**src/rtl/int_mac_pkg.sv**
```systemverilog
// Shared definitions for the integer MAC processing element and its feeder.
package int_mac_pkg;

    localparam int DEF_BITWIDTH = 32;
    localparam int DEF_PE_DELAY = 4;

    typedef enum logic [2:0] {
        IDLE  = 3'd0,
        CLEAR = 3'd1,
        RUN   = 3'd2,
        DRAIN = 3'd3,
        DONE  = 3'd4
    } feeder_state_t;

endpackage

```
**src/rtl/int_mac_feeder.sv**
```systemverilog
// Streams len operand pairs from the A/B buffers into one MAC PE and
// captures the PE's dot-product result (or times out waiting for it).
module int_mac_feeder
    import int_mac_pkg::*;
#(
    parameter int BITWIDTH = DEF_BITWIDTH,
    parameter int ADDR_W   = 4,
    parameter int PE_DELAY = DEF_PE_DELAY,
    parameter int TIMEOUT  = PE_DELAY + 4
) (
    input  logic                clk,
    input  logic                aresetn,
    input  logic                start,
    input  logic [ADDR_W:0]     len,
    output logic                busy,
    output logic                done,
    output logic [BITWIDTH-1:0] result,
    output logic                err,
    output logic                buf_rd_en,
    output logic [ADDR_W-1:0]   buf_addr,
    input  logic [BITWIDTH-1:0] a_rdata,
    input  logic [BITWIDTH-1:0] b_rdata,
    output logic                pe_rstn,
    output logic [BITWIDTH-1:0] pe_ain,
    output logic [BITWIDTH-1:0] pe_bin,
    output logic                pe_valid,
    input  logic [BITWIDTH-1:0] pe_dout,
    input  logic                pe_dvalid
);

    localparam int TMO_W = $clog2(TIMEOUT + 1);

    feeder_state_t    state;
    logic [ADDR_W:0]  len_q;
    logic [TMO_W-1:0] tmo;
    logic [ADDR_W:0]  next_cnt;

    // Extended by one bit so a full 2^ADDR_W job ends on the top address
    // instead of wrapping back to 0.
    assign next_cnt = {1'b0, buf_addr} + 1'b1;

    assign pe_rstn = aresetn & (state != CLEAR);

    // Buffer read data arrives exactly in the pe_valid cycle, so the operand
    // stage is the registered strobe gating the buffer outputs.
    assign pe_ain = pe_valid ? a_rdata : '0;
    assign pe_bin = pe_valid ? b_rdata : '0;

    always_ff @(posedge clk or negedge aresetn) begin
        if (!aresetn) begin
            state     <= IDLE;
            busy      <= 1'b0;
            done      <= 1'b0;
            err       <= 1'b0;
            result    <= '0;
            buf_rd_en <= 1'b0;
            buf_addr  <= '0;
            pe_valid  <= 1'b0;
            len_q     <= '0;
            tmo       <= '0;
        end else begin
            done     <= 1'b0;
            pe_valid <= buf_rd_en;
            case (state)
                IDLE: begin
                    if (start) begin
                        busy   <= 1'b1;
                        result <= '0;
                        err    <= 1'b0;
                        len_q  <= len;
                        if (len == '0) begin
                            state <= DONE;
                            done  <= 1'b1;
                        end else begin
                            state     <= CLEAR;
                            buf_rd_en <= 1'b1;
                            buf_addr  <= '0;
                        end
                    end
                end
                CLEAR, RUN: begin
                    if (buf_rd_en) begin
                        if (next_cnt == len_q) buf_rd_en <= 1'b0;
                        else                   buf_addr  <= buf_addr + 1'b1;
                    end
                    // Reads are gap-free, so a valid beat with no read behind
                    // it is the last pair.
                    if (state == CLEAR) begin
                        state <= RUN;
                    end else if (pe_valid && !buf_rd_en) begin
                        state <= DRAIN;
                        tmo   <= TMO_W'(TIMEOUT);
                    end
                end
                DRAIN: begin
                    if (pe_dvalid) begin
                        result <= pe_dout;
                        state  <= DONE;
                        done   <= 1'b1;
                    end else if (tmo == TMO_W'(1)) begin
                        err   <= 1'b1;
                        state <= DONE;
                        done  <= 1'b1;
                    end else begin
                        tmo <= tmo - 1'b1;
                    end
                end
                DONE: begin
                    state <= IDLE;
                    busy  <= 1'b0;
                end
                default: state <= IDLE;
            endcase
        end
    end

endmodule

```
**config.mk**
```make
export PLATFORM = sky130hd
export DESIGN_NAME = int_mac_feeder
export DESIGN_NICKNAME = d
export VERILOG_FILES = /design/src/rtl/int_mac_pkg.sv /design/src/rtl/int_mac_feeder.sv
export SDC_FILE = /design/constraint.sdc
export NUM_CORES = 1
export LEC_CHECK = 0
export BUFFER_PORTS_ARGS = -buffer_cell sky130_fd_sc_hd__clkbuf_2
export CORE_MARGIN = 8
export CORE_UTILIZATION = 41
export DETAILED_ROUTE_END_ITERATION = 10
export GPL_TIMING_DRIVEN = 0
export PLACE_DENSITY = 0.81
export SYNTH_ARGS = -nofsm -noshare
export SYNTH_HDL_FRONTEND = slang
export SYNTH_SLANG_ARGS = --single-unit
```
**constraint.sdc**
```tcl
create_clock -name clk -period 2.3 [get_ports clk]
set_input_delay 0.115 -clock clk [delete_from_list [all_inputs] [get_ports clk]]
set_output_delay 0.115 -clock clk [all_outputs]
set_load 0.01 [all_outputs]
```
# Word level (Yosys, flattened, before mapping)
# Cells that the tools add are included.
[word_totals] input_bits=105 output_inout_bits=106 ff_bits=53
[classes] addsub=3 mux=38 eq_ne=19 bitwise_logic=1 reduce_logical=17
[op_table] op="32-bit 2-to-1 mux" n=4
[op_table] op="32-bit case mux with 2 select lines" n=1
[op_table] op="4-bit 2-to-1 mux" n=8
[op_table] op="2-bit != test, second input constant" n=10
[op_table] op="3-bit 2-to-1 mux" n=6
[op_table] op="4-bit case mux with 2 select lines" n=2
[op_table] op="1-bit 2-to-1 mux" n=12
[op_table] op="5-bit AND reduction" n=2
[op_table] op="3-bit case mux with 3 select lines" n=1
[op_table] op="3-bit AND reduction" n=3
[op_table] op="1-bit case mux with 2 select lines" n=4
[op_table] op="2-bit nonzero test" n=4
[op_table] op="3-bit by 2-bit == test with 1-bit output, second input constant" n=2
[op_table] op="3-bit != test, second input constant" n=2
[op_table] op="4-bit by 1-bit adder with 5-bit output, second input constant" n=1
[op_table] op="5-bit == test" n=1
[op_table] op="5-bit zero test" n=1
[op_table] op="4-bit by 1-bit adder with 4-bit output, second input constant" n=1
[op_table] op="4-bit by 1-bit == test with 1-bit output, second input constant" n=1
[op_table] op="2-bit AND reduction" n=2
[op_table] op="4-bit AND reduction" n=1
[op_table] op="4-bit by 1-bit subtractor with 4-bit output, second input constant" n=1
[op_table] op="3-bit by 1-bit == test with 1-bit output, second input constant" n=1
[op_table] op="3-bit == test, second input constant" n=1
[op_table] op="6 further kinds" n=6

# Depth between registers and ports, before layout
[depth] depth_word=5 mapped_depth=7

# Least setup slack after synthesis
# Ideal clock, no wire load.
[synth_timing] path_kind="reg-to-reg" from="register buf_addr[0]" to="register buf_addr[1]" slack_ns=0.487 path_stages_with_launch=7 arrival_ns=1.694 setup_ns=0.120 period_less_slack_ns=1.813 path_buffers=0 cell_sequence="dfrtp_1 -> ha_1 -> xor2_1 -> a211oi_1 -> o211ai_2 -> a22o_1 -> a31o_1"
[synth_between] elab_chain_len=4 word_cells_on_any_way=8 cone_classes="add/sub: 2; eq/ne: 2; mux: 3; reduce/logical: 1"
[synth_lines] item="start: declaration" line="int_mac_feeder.sv:20" rtl="output logic [ADDR_W-1:0] buf_addr,"
[synth_lines] item="start signal: assignment" line="int_mac_feeder.sv:84" rtl="else buf_addr <= buf_addr + 1'b1;"
[synth_lines] item="4-bit by 1-bit adder with 5-bit output or 4-bit by 1-bit adder with 4-bit output (tied branches)" line="int_mac_feeder.sv:40, int_mac_feeder.sv:84"
[synth_lines] item="5-bit == test or 4-bit 2-to-1 mux (tied branches)" line="int_mac_feeder.sv:83" rtl="if (next_cnt == len_q) buf_rd_en <= 1'b0;"
[synth_lines] item="2-bit != test (no line) or 4-bit 2-to-1 mux (tied branches)"
[synth_lines] item="5-bit AND reduction (no line) or 4-bit case mux with 2 select lines (tied branches)"
# Parallel ways exist; a longest one is shown, timed or not. The select of a mux whose other input is x is not followed.
# A chain may end at the register's enable or synchronous reset.

# Worst setup path in the final report
# Ends and elaborated chain as after synthesis.

==> summary.txt <==
Outcome
  – Status: completed

Timing
  – Count of final hold-check violations: 0
  – Worst-case setup margin in the final layout: 0.3339 ns
  – Setup clock skew after layout: around 0.011 ns
  – Final period util: between 80% and 90%
  – Final-layout setup total negative slack: 0 ns
  – Setup violations, final: 0
  – Slew Limit Headroom: 60.95%
  – Transition time of the tightest slew-check pin: 0.5777 ns
  – Worst hold margin: 0.008735 ns
  – Final worst path period need: just under 2 ns
  – Count of final max-slew check failures: 0
  – Maximum achievable frequency: 508.6 MHz
  – Setup repair after global routing missed its margin: no

Critical path
  – Crit path largest cell delay: between 0.4 and 0.5 ns
  – Largest fanout of any net on the critical path: 8
  – R2R Setup Slk: ~0.33 ns
  – Logic depth of the worst register-to-register path: 6
  – Category of the critical setup timing path: reg -> reg
  – Required time at the worst-slack endpoint: 2.49 ns
  – Startpoint of the lowest-slack register-to-register path: buf_addr[0]
  – Crit. Startpoint: buf_addr[0]
  – Worst path slowest cell: sky130_fd_sc_hd__dfrtp_1
  – R2r endpoint: buf_addr[1]
  – Worst path cell trace: ha_1, xor2_1, a211oi_1, o211ai_2, a22o_1, a31o_1
  – Critical path launch point type: flop
  – Critical Path Sink: buf_addr[1]
  – Sort of element at the end of the critical path: flop
  – Arrival time of the worst setup path: ~2.2 ns

Run
  – Max-cap violations: 0

Hold path
  – Min-delay worst type: in -> reg
  – Hold path cells: 3

Clocking
  – Clock sink count: 53
  – H-tree levels: 2
  – Clk root buf: sky130_fd_sc_hd__clkbuf_8
  – Cts bufs inserted: 5
  – Clock input transition at the sequential cells of the worst setup and hold paths: around 0.1 ns
  – TritonCTS clock tree: yes
  – Maximum root-to-sink buffer count: 2
  – Clk Latency, worst-skew pair: about 0.30 ns

GRT
  – Wire length of the first global-routing pass: between 15,000 and 20,000 um
  – Met3 usage in global routing: between 5 and 6%
  – Via count of the first global-routing pass: 3,175
  – Overall routing resource usage: 21.71%
  – Maximum number of pins on one net before global-route repair: 55
  – Number of antenna violations at the first check in global routing: 0
  – Remaining global-route overflow: 0
  – Busiest metal layer after global routing: met2
  – Global-route met1 utilization: 22.98%
  – Met2 track demand over resource: approximately two fifths

Synth
  – Share of the yosys chip area belonging to registers: 45.81%
  – Total standard cell area after synthesis: 2895 um^2
  – Synthesis warning total: 0
  – Number of nets produced by synthesis: between 400 and 500
  – Share of Yosys cell area claimed by the top area cell type: 45.81%
  – Synth area leaders: sky130_fd_sc_hd__dfrtp_1 (46%), sky130_fd_sc_hd__and2_1 (14%), sky130_fd_sc_hd__nand2_1 (8.9%), sky130_fd_sc_hd__o21ai_1 (4.7%), sky130_fd_sc_hd__mux2_2 (2.3%)
  – Proportion of synthesized flip-flops having asynchronous set or reset: 100.0%
  – Library cell with the largest summed area after synthesis: sky130_fd_sc_hd__dfrtp_1
  – Cell count after synthesis: between 300 and 400
  – Count of unique library cells instantiated by Yosys: 42
  – Number of flops mapped to enable cells by yosys: 0
  – Seq cells post-synth: 53
  – Avg Inst Size Synth: roughly 8.8 um^2
  – Main flop type after synthesis: sky130_fd_sc_hd__dfrtp_1

Routing
  – Count of nets left with antenna violations after detail routing: 0
  – Iteration count of the initial detailed-routing pass: 4
  – Vias after detailed routing: about 3,100
  – Final Routed Wirelength: roughly 11,000 um
  – Drt wl/cell: 17.12 um
  – Starting DRT DRC Count: 59
  – Count of unresolved DRC violations after routing: 0
  – Vias per cell: ~4.8

Final layout
  – Fill cell total of the finished layout: 627
  – Fraction of layout cells with a size suffix above 1: roughly 45%
  – Most used cells in the layout excluding fill and tap cells: sky130_fd_sc_hd__clkbuf_2 (210), sky130_fd_sc_hd__nand2_1 (69), sky130_fd_sc_hd__and2_1 (64), sky130_fd_sc_hd__dfrtp_1 (53), sky130_fd_sc_hd__o21ai_1 (27)
  – Number of nets at the end of the flow: approximately 660
  – Area overhead of the layout relative to synthesis: 44.47%
  – Post-route cell area: about 4200 um^2
  – Non-filler cells, final: around 640
  – Most common cell after layout, fill and taps aside: sky130_fd_sc_hd__clkbuf_2
  – Number of antenna repair diodes: 0

Place
  – Pre-CTS setup slack: between 0.3 and 0.4 ns
  – Cell area reported after detailed placement: 4066 um^2
  – Number of cells in the design after placement: ~630
  – Final weighted congestion of routability-driven global placement: just under 1
  – IO buf count: 210
  – Detailed Place HPWL: roughly 9400 um

Floorplanning
  – Ports placed on the boundary: roughly 210
  – Initial core utilization: 42.38%
  – Chip Height: approximately 100 um
  – Die area: about 10,000 um^2
  – Horizontal die dimension: ~100 um
  – Row Count: 30
  – Core area: between 6000 and 7000 um^2

Power
  – Total power density per cell area: roughly 1100 nW/um^2
  – Worst-case vdd ir drop: 0.5446 mV
  – Pleak: between 2 and 2.5 nW
## cell families (layout without fill, tap and decap cells)
kind of cell	after synthesis	in the layout	share of synthesized area, %
xor+xnor	9	9	2.722
buf+inv	28	248	5.315
fa+ha+maj	3	3	1.297
compound gates	55	55	11.54
simple gates	174	174	30.98
mux	6	6	2.333
flops	53	53	45.81
## metrics by stage
| stage | total power [mW] | utilization, % |
|---|---|---|
| after floorplan | 3.117 | - |
| after global placement | 4.051 | 59.52 |
| after detailed placement | 4.137 | 59.52 |
| after CTS | 4.663 | 60.79 |
| after global routing | 4.988 | 61.23 |
| final | 4.619 | 61.23 |
## power breakdown
part	leakage [nW]	internal (mW)	switching, mW
combinational	1.46	1.10	1.46
sequential	0.692	1.29	0.244
clock	0.0439	0.211	0.306
total	2.19	2.61	2.01
## critical path: cells and delay by family (launching register included)
family / cells / cell delay [ns]
AOI/OAI and AO/OA: 4 / 0.87
DFF: 1 / 0.46
xor gates and xnor gates: 1 / 0.17
adders and majority gates: 1 / 0.36
## layout make-up
| cell class | instances | area [um^2] | area share, % |
|---|---|---|---|
| buffer | 23 | 135.1 | 3.231 |
| multi-input combinational | 247 | 1415 | 33.83 |
| clock inverter | 3 | 17.52 | 0.4188 |
| clock buffer | 5 | 68.82 | 1.645 |
| sequential | 53 | 1326 | 31.71 |
| inverter | 5 | 18.77 | 0.4487 |
| timing repair buffer | 212 | 1081 | 25.85 |
| tap | 96 | 120.1 | 2.872 |
## flip-flops by register name, summed over array words and instances, names as in the netlist
register	flops
result	32
len_q	5
buf_addr	4
tmo	4
state	3
buf_rd_en	1
busy	1
done	1
err	1
pe_valid	1
## per-layer routing
layer	routed length, um	part of all wire, %
met1	4002	36
met2	5825	53
met3	1009	9.2
met4	186	1.7
met5	0	0
## how the worst min path moves through the flow
stage | start | endpoint | slack, ns
after global placement | pe_dout[16] | result[16] | 0.33
after global routing | pe_dout[3] | result[3] | 0.009
after CTS | pe_dout[3] | result[3] | 0.003
final | pe_dout[9] | result[9] | 0.009
after floorplan | aresetn | buf_addr[0] | -0.18
after detailed placement | pe_dout[15] | result[15] | 0.34
## what timing repair did
action / 4_1_cts / 5_1_grt
setup buffers: 0 / 0
hold endpoints to repair: 0 / 21
endpoints found under the setup margin: 0 / 0
gates resized for setup: 0 / 0
hold buffers: 0 / 1
## synthesized netlist by cell type, types with 2 or more instances
cell                       instances
sky130_fd_sc_hd__nand2_1          69
sky130_fd_sc_hd__and2_1           64
sky130_fd_sc_hd__dfrtp_1          53
sky130_fd_sc_hd__o21ai_1          27
sky130_fd_sc_hd__clkbuf_1         10
sky130_fd_sc_hd__a21oi_1           9
sky130_fd_sc_hd__nand3_1           9
sky130_fd_sc_hd__nor2_1            9
sky130_fd_sc_hd__nor3_1            7
sky130_fd_sc_hd__mux2_2            6
sky130_fd_sc_hd__buf_2             5
sky130_fd_sc_hd__inv_1             5
sky130_fd_sc_hd__xnor2_1           5
sky130_fd_sc_hd__buf_6             4
sky130_fd_sc_hd__xor2_1            4
sky130_fd_sc_hd__a31o_2            3
sky130_fd_sc_hd__and3_1            3
sky130_fd_sc_hd__buf_4             3
sky130_fd_sc_hd__ha_1              3
sky130_fd_sc_hd__nand2b_1          2
sky130_fd_sc_hd__nand4_1           2
sky130_fd_sc_hd__nor2b_1           2
sky130_fd_sc_hd__o21ai_0           2
sky130_fd_sc_hd__o31a_1            2
sky130_fd_sc_hd__o31ai_1           2
sky130_fd_sc_hd__o32ai_1           2
No activity file was read; power rests on OpenSTA's default activity.
